==> src/rtl/fpu_pkg.sv <==
// Shared FP32 class codes, field constants and LFSR helpers for the FPU
// classification path and its stimulus generator.
package fpu_pkg;

  // One-hot class codes, same encoding the classifier produces.
  typedef enum logic [9:0] {
    CLS_NEG_INF  = 10'b00_0000_0001,
    CLS_NEG_NORM = 10'b00_0000_0010,
    CLS_NEG_SUB  = 10'b00_0000_0100,
    CLS_NEG_ZERO = 10'b00_0000_1000,
    CLS_POS_ZERO = 10'b00_0001_0000,
    CLS_POS_SUB  = 10'b00_0010_0000,
    CLS_POS_NORM = 10'b00_0100_0000,
    CLS_POS_INF  = 10'b00_1000_0000,
    CLS_SNAN     = 10'b01_0000_0000,
    CLS_QNAN     = 10'b10_0000_0000
  } fp_class_e;

  localparam logic [7:0]  EXP_MAX   = 8'hFF;
  localparam int          QNAN_BIT  = 22;
  localparam logic [31:0] LFSR_TAPS = 32'h8020_0003;

  function automatic logic is_onehot10(logic [9:0] v);
    return (v != 10'd0) && ((v & (v - 10'd1)) == 10'd0);
  endfunction

  // Right-shift Galois step.
  function automatic logic [31:0] lfsr_next(logic [31:0] r);
    return {1'b0, r[31:1]} ^ (r[0] ? LFSR_TAPS : 32'd0);
  endfunction

endpackage

==> src/rtl/fpu_class_shaper.sv <==
// Combinational mapping of (one-hot class, random word) to an FP32 value that
// is guaranteed to belong to that class; an all-zero class yields 0.
module fpu_class_shaper
  import fpu_pkg::*;
(
  input  logic [9:0]  cls,
  input  logic [31:0] r,
  output logic [31:0] value
);

  logic [7:0]  norm_exp;
  logic [22:0] sub_man;
  logic [22:0] snan_man;
  logic [22:0] qnan_man;

  always_comb begin
    // NOTE: every combinational output gets a default first, so no path can
    // leave a variable unassigned and infer a latch.
    norm_exp = r[30:23];
    value    = 32'd0;

    // Keep normals off the zero/subnormal and inf/NaN exponent codes.
    if (norm_exp == 8'h00) begin
      norm_exp = 8'h01;
    end else if (norm_exp == EXP_MAX) begin
      norm_exp = EXP_MAX - 8'd1;
    end

    sub_man  = (r[22:0] == 23'd0) ? 23'd1 : r[22:0];
    qnan_man = {1'b1, r[QNAN_BIT-1:0]};
    snan_man = (r[QNAN_BIT-1:0] == 22'd0) ? 23'd1 : {1'b0, r[QNAN_BIT-1:0]};

    case (cls)
      CLS_NEG_INF:  value = {1'b1, EXP_MAX, 23'd0};
      CLS_NEG_NORM: value = {1'b1, norm_exp, r[22:0]};
      CLS_NEG_SUB:  value = {1'b1, 8'h00, sub_man};
      CLS_NEG_ZERO: value = {1'b1, 31'd0};
      CLS_POS_ZERO: value = 32'd0;
      CLS_POS_SUB:  value = {1'b0, 8'h00, sub_man};
      CLS_POS_NORM: value = {1'b0, norm_exp, r[22:0]};
      CLS_POS_INF:  value = {1'b0, EXP_MAX, 23'd0};
      CLS_SNAN:     value = {r[31], EXP_MAX, snan_man};
      CLS_QNAN:     value = {r[31], EXP_MAX, qnan_man};
      default:      value = 32'd0;
    endcase
  end

endmodule

==> src/rtl/fpu_class_gen.sv <==
// Class-targeted FP32 stimulus generator: accepts {class, count} requests and
// emits count values of that class on a valid/ready stream.
module fpu_class_gen
  import fpu_pkg::*;
#(
  parameter logic [31:0] LFSR_SEED = 32'h0000_0001,
  parameter int          CNT_W     = 8
) (
  input  logic             clk,
  input  logic             rst_n,
  input  logic             req_valid,
  output logic             req_ready,
  input  logic [9:0]       req_class,
  input  logic [CNT_W-1:0] req_count,
  output logic             out_valid,
  input  logic             out_ready,
  output logic [31:0]      out_data,
  output logic [9:0]       out_class,
  output logic             out_last,
  output logic             err
);

  typedef enum logic {
    S_IDLE,
    S_EMIT
  } state_e;

  state_e           state_q, state_d;
  logic [9:0]       class_q, class_d;
  logic [CNT_W-1:0] remaining_q, remaining_d;
  logic [31:0]      lfsr_q, lfsr_d;
  logic             err_q, err_d;
  logic             emit;
  logic [31:0]      shaped;

  always_comb begin
    state_d     = state_q;
    class_d     = class_q;
    remaining_d = remaining_q;
    lfsr_d      = lfsr_q;
    err_d       = 1'b0;

    case (state_q)
      S_IDLE: begin
        // Illegal class and zero count are both consumed without emitting.
        if (req_valid) begin
          if (!is_onehot10(req_class)) begin
            err_d = 1'b1;
          end else if (req_count != '0) begin
            state_d     = S_EMIT;
            class_d     = req_class;
            remaining_d = req_count;
          end
        end
      end
      S_EMIT: begin
        if (out_ready) begin
          lfsr_d      = lfsr_next(lfsr_q);
          remaining_d = remaining_q - CNT_W'(1);
          if (remaining_q == CNT_W'(1)) begin
            state_d = S_IDLE;
            class_d = 10'd0;
          end
        end
      end
      default: state_d = S_IDLE;
    endcase
  end

  always_ff @(posedge clk) begin
    // NOTE: state registers use non-blocking assignments so every flop samples
    // the pre-edge values regardless of statement order.
    if (!rst_n) begin
      state_q     <= S_IDLE;
      class_q     <= 10'd0;
      remaining_q <= '0;
      lfsr_q      <= LFSR_SEED;
      err_q       <= 1'b0;
    end else begin
      state_q     <= state_d;
      class_q     <= class_d;
      remaining_q <= remaining_d;
      lfsr_q      <= lfsr_d;
      err_q       <= err_d;
    end
  end

  fpu_class_shaper u_shaper (
    .cls   (class_q),
    .r     (lfsr_q),
    .value (shaped)
  );

  // Outputs depend only on registered state.
  assign emit      = (state_q == S_EMIT);
  assign req_ready = !emit;
  assign out_valid = emit;
  assign out_data  = emit ? shaped : 32'd0;
  assign out_class = emit ? class_q : 10'd0;
  assign out_last  = emit && (remaining_q == CNT_W'(1));
  assign err       = err_q;

endmodule

==> config.mk <==
export PLATFORM = sky130hd
export DESIGN_NAME = fpu_class_gen
export DESIGN_NICKNAME = d
export VERILOG_FILES = /design/src/rtl/fpu_pkg.sv /design/src/rtl/fpu_class_shaper.sv /design/src/rtl/fpu_class_gen.sv
export SDC_FILE = /design/constraint.sdc
export NUM_CORES = 1
export LEC_CHECK = 0
export CAP_MARGIN = 0
export CELL_PAD_IN_SITES_DETAIL_PLACEMENT = 1
export CELL_PAD_IN_SITES_GLOBAL_PLACEMENT = 1
export CORE_ASPECT_RATIO = 0.75
export CORE_UTILIZATION = 30
export DETAILED_ROUTE_END_ITERATION = 10
export HOLD_SLACK_MARGIN = 0.12
export PLACE_DENSITY = 0.74
export SLEW_MARGIN = 20
export SYNTH_ARGS = -nofsm -noshare
export SYNTH_HDL_FRONTEND = slang
export SYNTH_SLANG_ARGS = --single-unit
export TNS_END_PERCENT = 1
==> constraint.sdc <==
create_clock -name clk -period 2.2 [get_ports clk]
set_clock_uncertainty 0.05 [all_clocks]
set_input_delay 0.22 -clock clk [delete_from_list [all_inputs] [get_ports clk]]
set_output_delay 0.22 -clock clk [all_outputs]
set_load 0.02 [all_outputs]
==> flow_metrics.env, run 1 <==
export IMPL_status="complete, but fails checks"
export IMPL_violations="setup timing"
export IMPL_final_min_clock_period_ns=2.77
export IMPL_post_cts_buffers=0
export IMPL_synth_top_family_by_area="simple AND/OR/NAND/NOR gates"
export IMPL_via_count=3447
export IMPL_yosys_warnings=0
export IMPL_setup_ws_ns=-0.566
export IMPL_wl_per_cell_um=15.7
export IMPL_synth_async_reset_ratio_pct=0
export IMPL_htreeDepth=2
export IMPL_netlist_area_mm2=0.00304
export IMPL_dp_cells=672
export IMPL_grt_pass1_vias=3428
export IMPL_final_antenna_net_count=0
export IMPL_worst_pin_slew_ns=1.04
export IMPL_antenna_found_initial=0
export IMPL_synth_edf_count=0
export IMPL_cts_tree="yes"
export IMPL_stdcell_count=680
export IMPL_crit_path_start_kind="flip-flop"
export IMPL_hp_class="in -> reg"
export IMPL_hold_ws_ns=0.291
export IMPL_synth_fa_ha_area_share_pct=1.57
export IMPL_cts_buffers_inserted=5
export IMPL_rsz0062_at_grt="true"
export IMPL_place_hpwl_um=7890
export IMPL_diodes=0
export IMPL_grt_max_degree=33
export IMPL_leakage_nw=1.95
export IMPL_final_fill_count=1196
export IMPL_nets=572
export IMPL_yosysSeqAreaShare_pct=34.3
export IMPL_setup_viol=50
export IMPL_max_freq_ghz=0.361
export IMPL_std_cell_rows=31
export IMPL_synthSimpleGateAreaFrac_pct=33.6
export IMPL_placed_cell_area_mm2=0.00452
export IMPL_gr_total_overflow=0
export IMPL_slew_headroom_pct=30.7
export IMPL_drive_gt1_share_pct=32.3
export IMPL_finalInstanceArea_mm2=0.00481
export IMPL_cts_root_buf="clkbuf_16"
export IMPL_io_pins=68
export IMPL_cp_max_fo=19
export IMPL_portBuffers=67
export IMPL_synth_compound_area_share_pct=19.7
export IMPL_synth_cell_types=49
export IMPL_drv_cap=0
export IMPL_clk_pin_slew_ns=0.07
export IMPL_viasPerCell=5.07
export IMPL_routabilityCongestion=0.799
export IMPL_synth_ff_latch_count=52
export IMPL_drc=0
export IMPL_required_ns=1.93
export IMPL_synth_fp_nets=442
export IMPL_final_setup_tns_ns=-18.39
export IMPL_track_usage_pct=20.5
export IMPL_area_delta_synth_final_pct=58.4
export IMPL_hold_viol_final=0
export IMPL_critPathCaptureType="output pin"
export IMPL_utilization_pct=49.4
export IMPL_critical_path_class="reg -> out"
export IMPL_core_mm2=0.00974
export IMPL_start_util_pct=31.2
export IMPL_synth_main_ff_cell="dfxtp_1"
export IMPL_clock_path_buffers=2
export IMPL_synthCells=417
export IMPL_synth_xor_area_share_pct=2.88
export IMPL_fin_crit_sh_pct=126
export IMPL_ir_drop_mv=0.260
export IMPL_synth_area_per_cell_um2=7.29
export IMPL_first_pass_iters=4
export IMPL_dieArea_mm2=0.0105
export IMPL_drt_iter0_markers=153
export IMPL_clk_insertion_delay_late_ns=0.30
export IMPL_worst_ep_arrival_time_ns=2.50
export IMPL_grt_first_pass_wirelength_um=17300
export IMPL_synth_mux_area_share_pct=3.95
export IMPL_die_h_um=89.2
export IMPL_powerDensity_mw_per_mm2=401
export IMPL_report_final_slew_viol_count=0
export IMPL_drt_total_wl_um=10700
export IMPL_clock_sinks=52
export IMPL_fp_dieW_um=118
-- logic make-up after synthesis --
family	after synthesis
mux	12
fa+ha+maj	4
simple gates	214
xor+xnor	10
flops	52
compound gates	93
buf+inv	32
-- cell usage in the layout (no fill, tap or decap), drive strengths merged, types with 3 or more instances in the layout --
cell type	Yosys	routed
buf	2	111
nand2	100	100
dfxtp	52	52
a21oi	48	48
clkdlybuf4s50	0	32
nor2	30	30
and2	29	29
o21ai	21	21
nor3	16	16
mux2i	12	12
nor4	9	9
or4	9	9
inv	7	7
xor2	6	6
clkbuf	21	6
o211ai	5	5
nand3	5	5
nand3b	4	4
xnor2	4	4
a211oi	3	3
ha	3	3
dlymetal6s2s	0	3
a31oi	3	3
a2111oi	3	3
-- synthesized netlist by cell type, types with 2 or more instances --
cell | instances | share of area [%]
nand2_1 | 100 | 12
dfxtp_1 | 52 | 34
a21oi_1 | 47 | 7.7
nor2_1 | 30 | 3.7
and2_1 | 29 | 6.0
clkbuf_1 | 21 | 2.6
o21ai_0 | 20 | 3.3
nor3_1 | 15 | 2.5
mux2i_1 | 12 | 4.0
nor4_1 | 9 | 1.9
or4_1 | 8 | 2.0
inv_1 | 7 | 0.87
xor2_1 | 6 | 1.7
nand3_1 | 5 | 0.82
nand3b_1 | 4 | 0.99
o211ai_1 | 4 | 0.99
xnor2_1 | 4 | 1.2
a211oi_1 | 3 | 0.74
ha_1 | 3 | 1.2
a2111oi_0 | 2 | 0.58
a31oi_1 | 2 | 0.41
and3_1 | 2 | 0.41
clkinv_1 | 2 | 0.25
nand4_1 | 2 | 0.41
nor4b_1 | 2 | 0.58
o31a_1 | 2 | 0.58
or3_1 | 2 | 0.41
-- final timing paths --
path,startpoint,to,slack [ns],cells after the start
setup / recovery,class_q[9],out_data[9],-0.57,8
hold / removal,req_class[2],class_q[2],0.29,4
setup reg to reg,out_valid,remaining_q[2],0.37,6
hold reg to reg,lfsr_q[31],lfsr_q[31],0.43,2
-- cell type report --
type	instances	area, um^2	share of cell area, %
repair buffers	146	1310	27.2
clock inverters	2	15.0	0.312
clock buffers	6	139	2.89
flip-flops and latches	52	1040	21.7
multi-input cells	333	2110	43.8
well taps	132	165	3.43
inverters	9	33.8	0.702
-- state kept, by name, summed over array words and instances, names as in the netlist --
signal,flops
lfsr_q,32
class_q,10
remaining_q,8
err,1
out_valid,1
-- per-layer routing --
layer,GRT usage [%],vias up,routed length [um]
met3,3.83,7,368
met1,27.1,1674,5280
met4,4.66,0,81
met5,0,-,0
met2,35.0,57,4960
li1,-,1709,-
-- per-stage QoR --
step                power, W  worst slack [ns]
floorplan            0.00102            -0.154
global placement     0.00111            -0.662
detailed placement   0.00112            -0.838
CTS                  0.00193            -0.689
global route         0.00201            -0.665
finish               0.00193            -0.566
-- critical path: stages (launching register included) --
cell and delay (ns):
dfxtp_2 0.32, or4_4 0.57, or3_4 0.37, nor2_4 0.12
nand3_4 0.11, a31oi_4 0.24, buf_12 0.17, and2_1 0.14
buf_4 0.14
-- power breakdown --
group | internal [W] | switching [W] | leakage, nW | total (W)
registers | 0.000943 | 0.00000217 | 0.420 | 0.000945
clock network | 0.000454 | 0.000371 | 0.0691 | 0.000825
logic | 0.0000811 | 0.0000785 | 1.46 | 0.000160
-- repair_timing --
| action | in CTS | in global routing |
|---|---|---|
| setup endpoints to repair | 51 | 54 |
| resized for setup | 186 | 29 |
| pin swaps | 9 | 11 |
| hold buffers | 0 | 0 |
| cloned | 0 | 0 |
No activity file was read; power rests on OpenSTA's default activity.
==> run 2: changes to the inputs <==
--- a/config.mk
+++ b/config.mk
@@ -9,10 +9,10 @@
 export CELL_PAD_IN_SITES_DETAIL_PLACEMENT = 1
 export CELL_PAD_IN_SITES_GLOBAL_PLACEMENT = 1
 export CORE_ASPECT_RATIO = 0.75
-export CORE_UTILIZATION = 30
+export CORE_UTILIZATION = 33
 export DETAILED_ROUTE_END_ITERATION = 10
 export HOLD_SLACK_MARGIN = 0.12
-export PLACE_DENSITY = 0.74
+export PLACE_DENSITY = 0.8
 export SLEW_MARGIN = 20
 export SYNTH_ARGS = -nofsm -noshare
 export SYNTH_HDL_FRONTEND = slang
==> run 2 against run 1 <==
Against the previous run: the flow still finishes with violations (setup timing); global-route usage up 5.1 points; sequential share of layout area is 0.16 points lower; die area shrank 8.9%; critical path type unchanged; critical endpoint is now out_data[4].
==> flow_metrics.env, run 2 (same netlist as run 1, synthesis figures left out) <==
export IMPL_drv_cap=0
export IMPL_fin_total_pwr_w=0.00213
export IMPL_routabilityCongestion=0.877
export IMPL_setup_viol=38
export IMPL_met1_usage_pct=31.4
export IMPL_intPower_w=0.00167
export IMPL_ir_drop_mv=0.274
export IMPL_powerDensity_mw_per_mm2=440
export IMPL_drt_total_wl_um=12800
export IMPL_seqPwrFrac_pct=44.4
export IMPL_track_usage_pct=25.6
export IMPL_clock_sinks=52
export IMPL_hp_class="in -> reg"
export IMPL_die_h_um=85.1
export IMPL_critical_path_depth=11
export IMPL_clk_insertion_delay_late_ns=0.30
export IMPL_setup_ws_ns=-0.603
export IMPL_clkPwrFrac_pct=47.9
export IMPL_fin_crit_sh_pct=127
export IMPL_leakage_nw=1.99
export IMPL_fp_dieW_um=113
export IMPL_timing_rr_start="out_valid"
export IMPL_drive_gt1_share_pct=33.0
export IMPL_critPathCaptureType="output pin"
export IMPL_final_fill_count=1050
export IMPL_clk_pin_slew_ns=0.07
export IMPL_layout_common_cells="nand2_1 (99), buf_4 (85), dfxtp_1 (52)"
export IMPL_max_freq_ghz=0.357
export IMPL_diodes=0
export IMPL_holdPathStages=4
export IMPL_worst_ep_arrival_time_ns=2.53
export IMPL_antenna_found_initial=0
export IMPL_crit_slowest_cell="dfxtp_1"
export IMPL_reg2reg_depth=5
export IMPL_portBuffers=67
export IMPL_nets=574
export IMPL_cts_tree="yes"
export IMPL_crit_path_start_kind="flip-flop"
export IMPL_top_usage_layer="met2"
export IMPL_start_util_pct=34.9
export IMPL_wl_per_cell_um=19.4
export IMPL_gr_total_overflow=0
export IMPL_cp_num_buf_inv=3
export IMPL_worst_pin_slew_ns=0.624
export IMPL_cpPeakStageDelay_ns=0.33
export IMPL_viasPerCell=5.58
export IMPL_use_met2_pct=44.9
export IMPL_timing_rr_end="lfsr_q[22]"
export IMPL_final_antenna_net_count=0
export IMPL_rrSetupSlack_ns=0.38
export IMPL_via_count=3667
export IMPL_status="complete, but fails checks"
export IMPL_grt_pass1_vias=3905
export IMPL_critPathTopFamily="simple AND/OR/NAND/NOR gates"
export IMPL_core_mm2=0.00871
export IMPL_crit_chain="inv_1 > ha_1 > nor4b_1 > nand2_1 > nor3_2 > o21ai_1 > nand3b_1 > a31oi_4 > buf_12 > and2_1 > buf_4"
export IMPL_grt_max_degree=38
export IMPL_largest_register_ffs=32
export IMPL_htreeDepth=2
export IMPL_cp_max_fo=19
export IMPL_grtUsageMet3_pct=4.07
export IMPL_regMostFlops="lfsr_q"
export IMPL_p_comb_share_pct=7.7
export IMPL_cts_root_buf="clkbuf_16"
export IMPL_area_delta_synth_final_pct=59.3
export IMPL_critical_path_class="reg -> out"
export IMPL_required_ns=1.93
export IMPL_top_regs="lfsr_q x32, class_q x10, remaining_q x8"
export IMPL_grt_first_pass_wirelength_um=19400
export IMPL_dieArea_mm2=0.00960
export IMPL_first_pass_iters=4
export IMPL_swShare_pct=21.6
export IMPL_drt_iter0_markers=265
export IMPL_place_hpwl_um=8230
export IMPL_cts_buffers_inserted=5
export IMPL_clock_path_buffers=2
export IMPL_utilization_pct=55.6
export IMPL_final_min_clock_period_ns=2.80
export IMPL_final_common_cell="nand2_1"
export IMPL_report_final_slew_viol_count=0
export IMPL_hold_end="class_q[8]"
export IMPL_io_pins=68
export IMPL_slew_headroom_pct=58.3
export IMPL_violations="setup timing"
export IMPL_holdCritStartpoint="req_class[8]"
export IMPL_hold_viol_final=0
export IMPL_std_cell_rows=29
export IMPL_rsz0062_at_grt="true"
export IMPL_switchingPower_w=0.000459
export IMPL_drc=0
[run 2: changes by cell type in the layout (fill, tap and decap cells not counted), moves of 2 or more]
cell,change
dfxtp_2,-2
o21ai_2,+2
dfxtp_1,+2
clkinvlp_4,-2
dlygate4sd2_1,+3
o21ai_0,-2
and2_1,-4
and2_4,+4
clkdlybuf4s50_1,-2
bufinv_16,+2
[run 2: cell type report]
type / instances / area [um^2] / share of cell area (%)
clock buffers: 5 / 125 / 2.59
clock inverters: 2 / 60.1 / 1.24
inverters: 9 / 33.8 / 0.698
multi-input cells: 333 / 2120 / 43.8
flip-flops and latches: 52 / 1040 / 21.5
well taps: 108 / 135 / 2.79
repair buffers: 148 / 1320 / 27.3
[run 2: routing by layer]
| layer | vias up | routed length (um) |
|---|---|---|
| met5 | - | 0 |
| met4 | 0 | 433 |
| met3 | 42 | 671 |
| met2 | 130 | 6180 |
| met1 | 1786 | 5480 |
| li1 | 1709 | - |
[run 2: worst max-delay path by stage]
stage,start,to,slack [ns]
detailed placement,class_q[3],out_data[3],-0.73
CTS,class_q[7],out_data[23],-0.59
global route,lfsr_q[0],out_data[4],-0.77
global placement,class_q[3],out_data[2],-0.71
finish,lfsr_q[0],out_data[4],-0.60
floorplan,class_q[6],out_data[10],-0.15
[run 2: worst min-delay path: stages]
cell and delay, ns:
dlymetal6s2s_1 0.14, buf_4 0.16, nand2_1 0.07, mux2i_1 0.06
[run 2: through the flow]
step	setup TNS (ns)	std cells	hold WS [ns]	instance area (um^2)	worst slack, ns
CTS	-17.16	656	0.419	4760	-0.587
floorplan	-3.28	417	0.259	3170	-0.154
detailed placement	-30.40	649	0.417	4500	-0.728
global route	-22.84	657	0.363	4840	-0.769
global placement	-28.71	649	0.416	4500	-0.713
finish	-18.09	657	0.349	4840	-0.603
[run 2: power by group through the flow]
stage	Combinational (W)	Clock (W)	Sequential, W
after CTS	0.000158	0.00101	0.000945
after detailed placement	0.000152	0	0.000967
after global routing	0.000172	0.00106	0.000945
after floorplan	0.0000524	0	0.000968
final	0.000163	0.00102	0.000945
after global placement	0.000146	0	0.000967
[run 2: repair_timing]
| action | in CTS | in global routing |
|---|---|---|
| hold buffers | 0 | 0 |
| gates resized for setup | 203 | 19 |
| pin swaps | 14 | 6 |
| setup endpoints to repair | 52 | 54 |
| gates cloned | 0 | 0 |
| setup buffers | 0 | 1 |
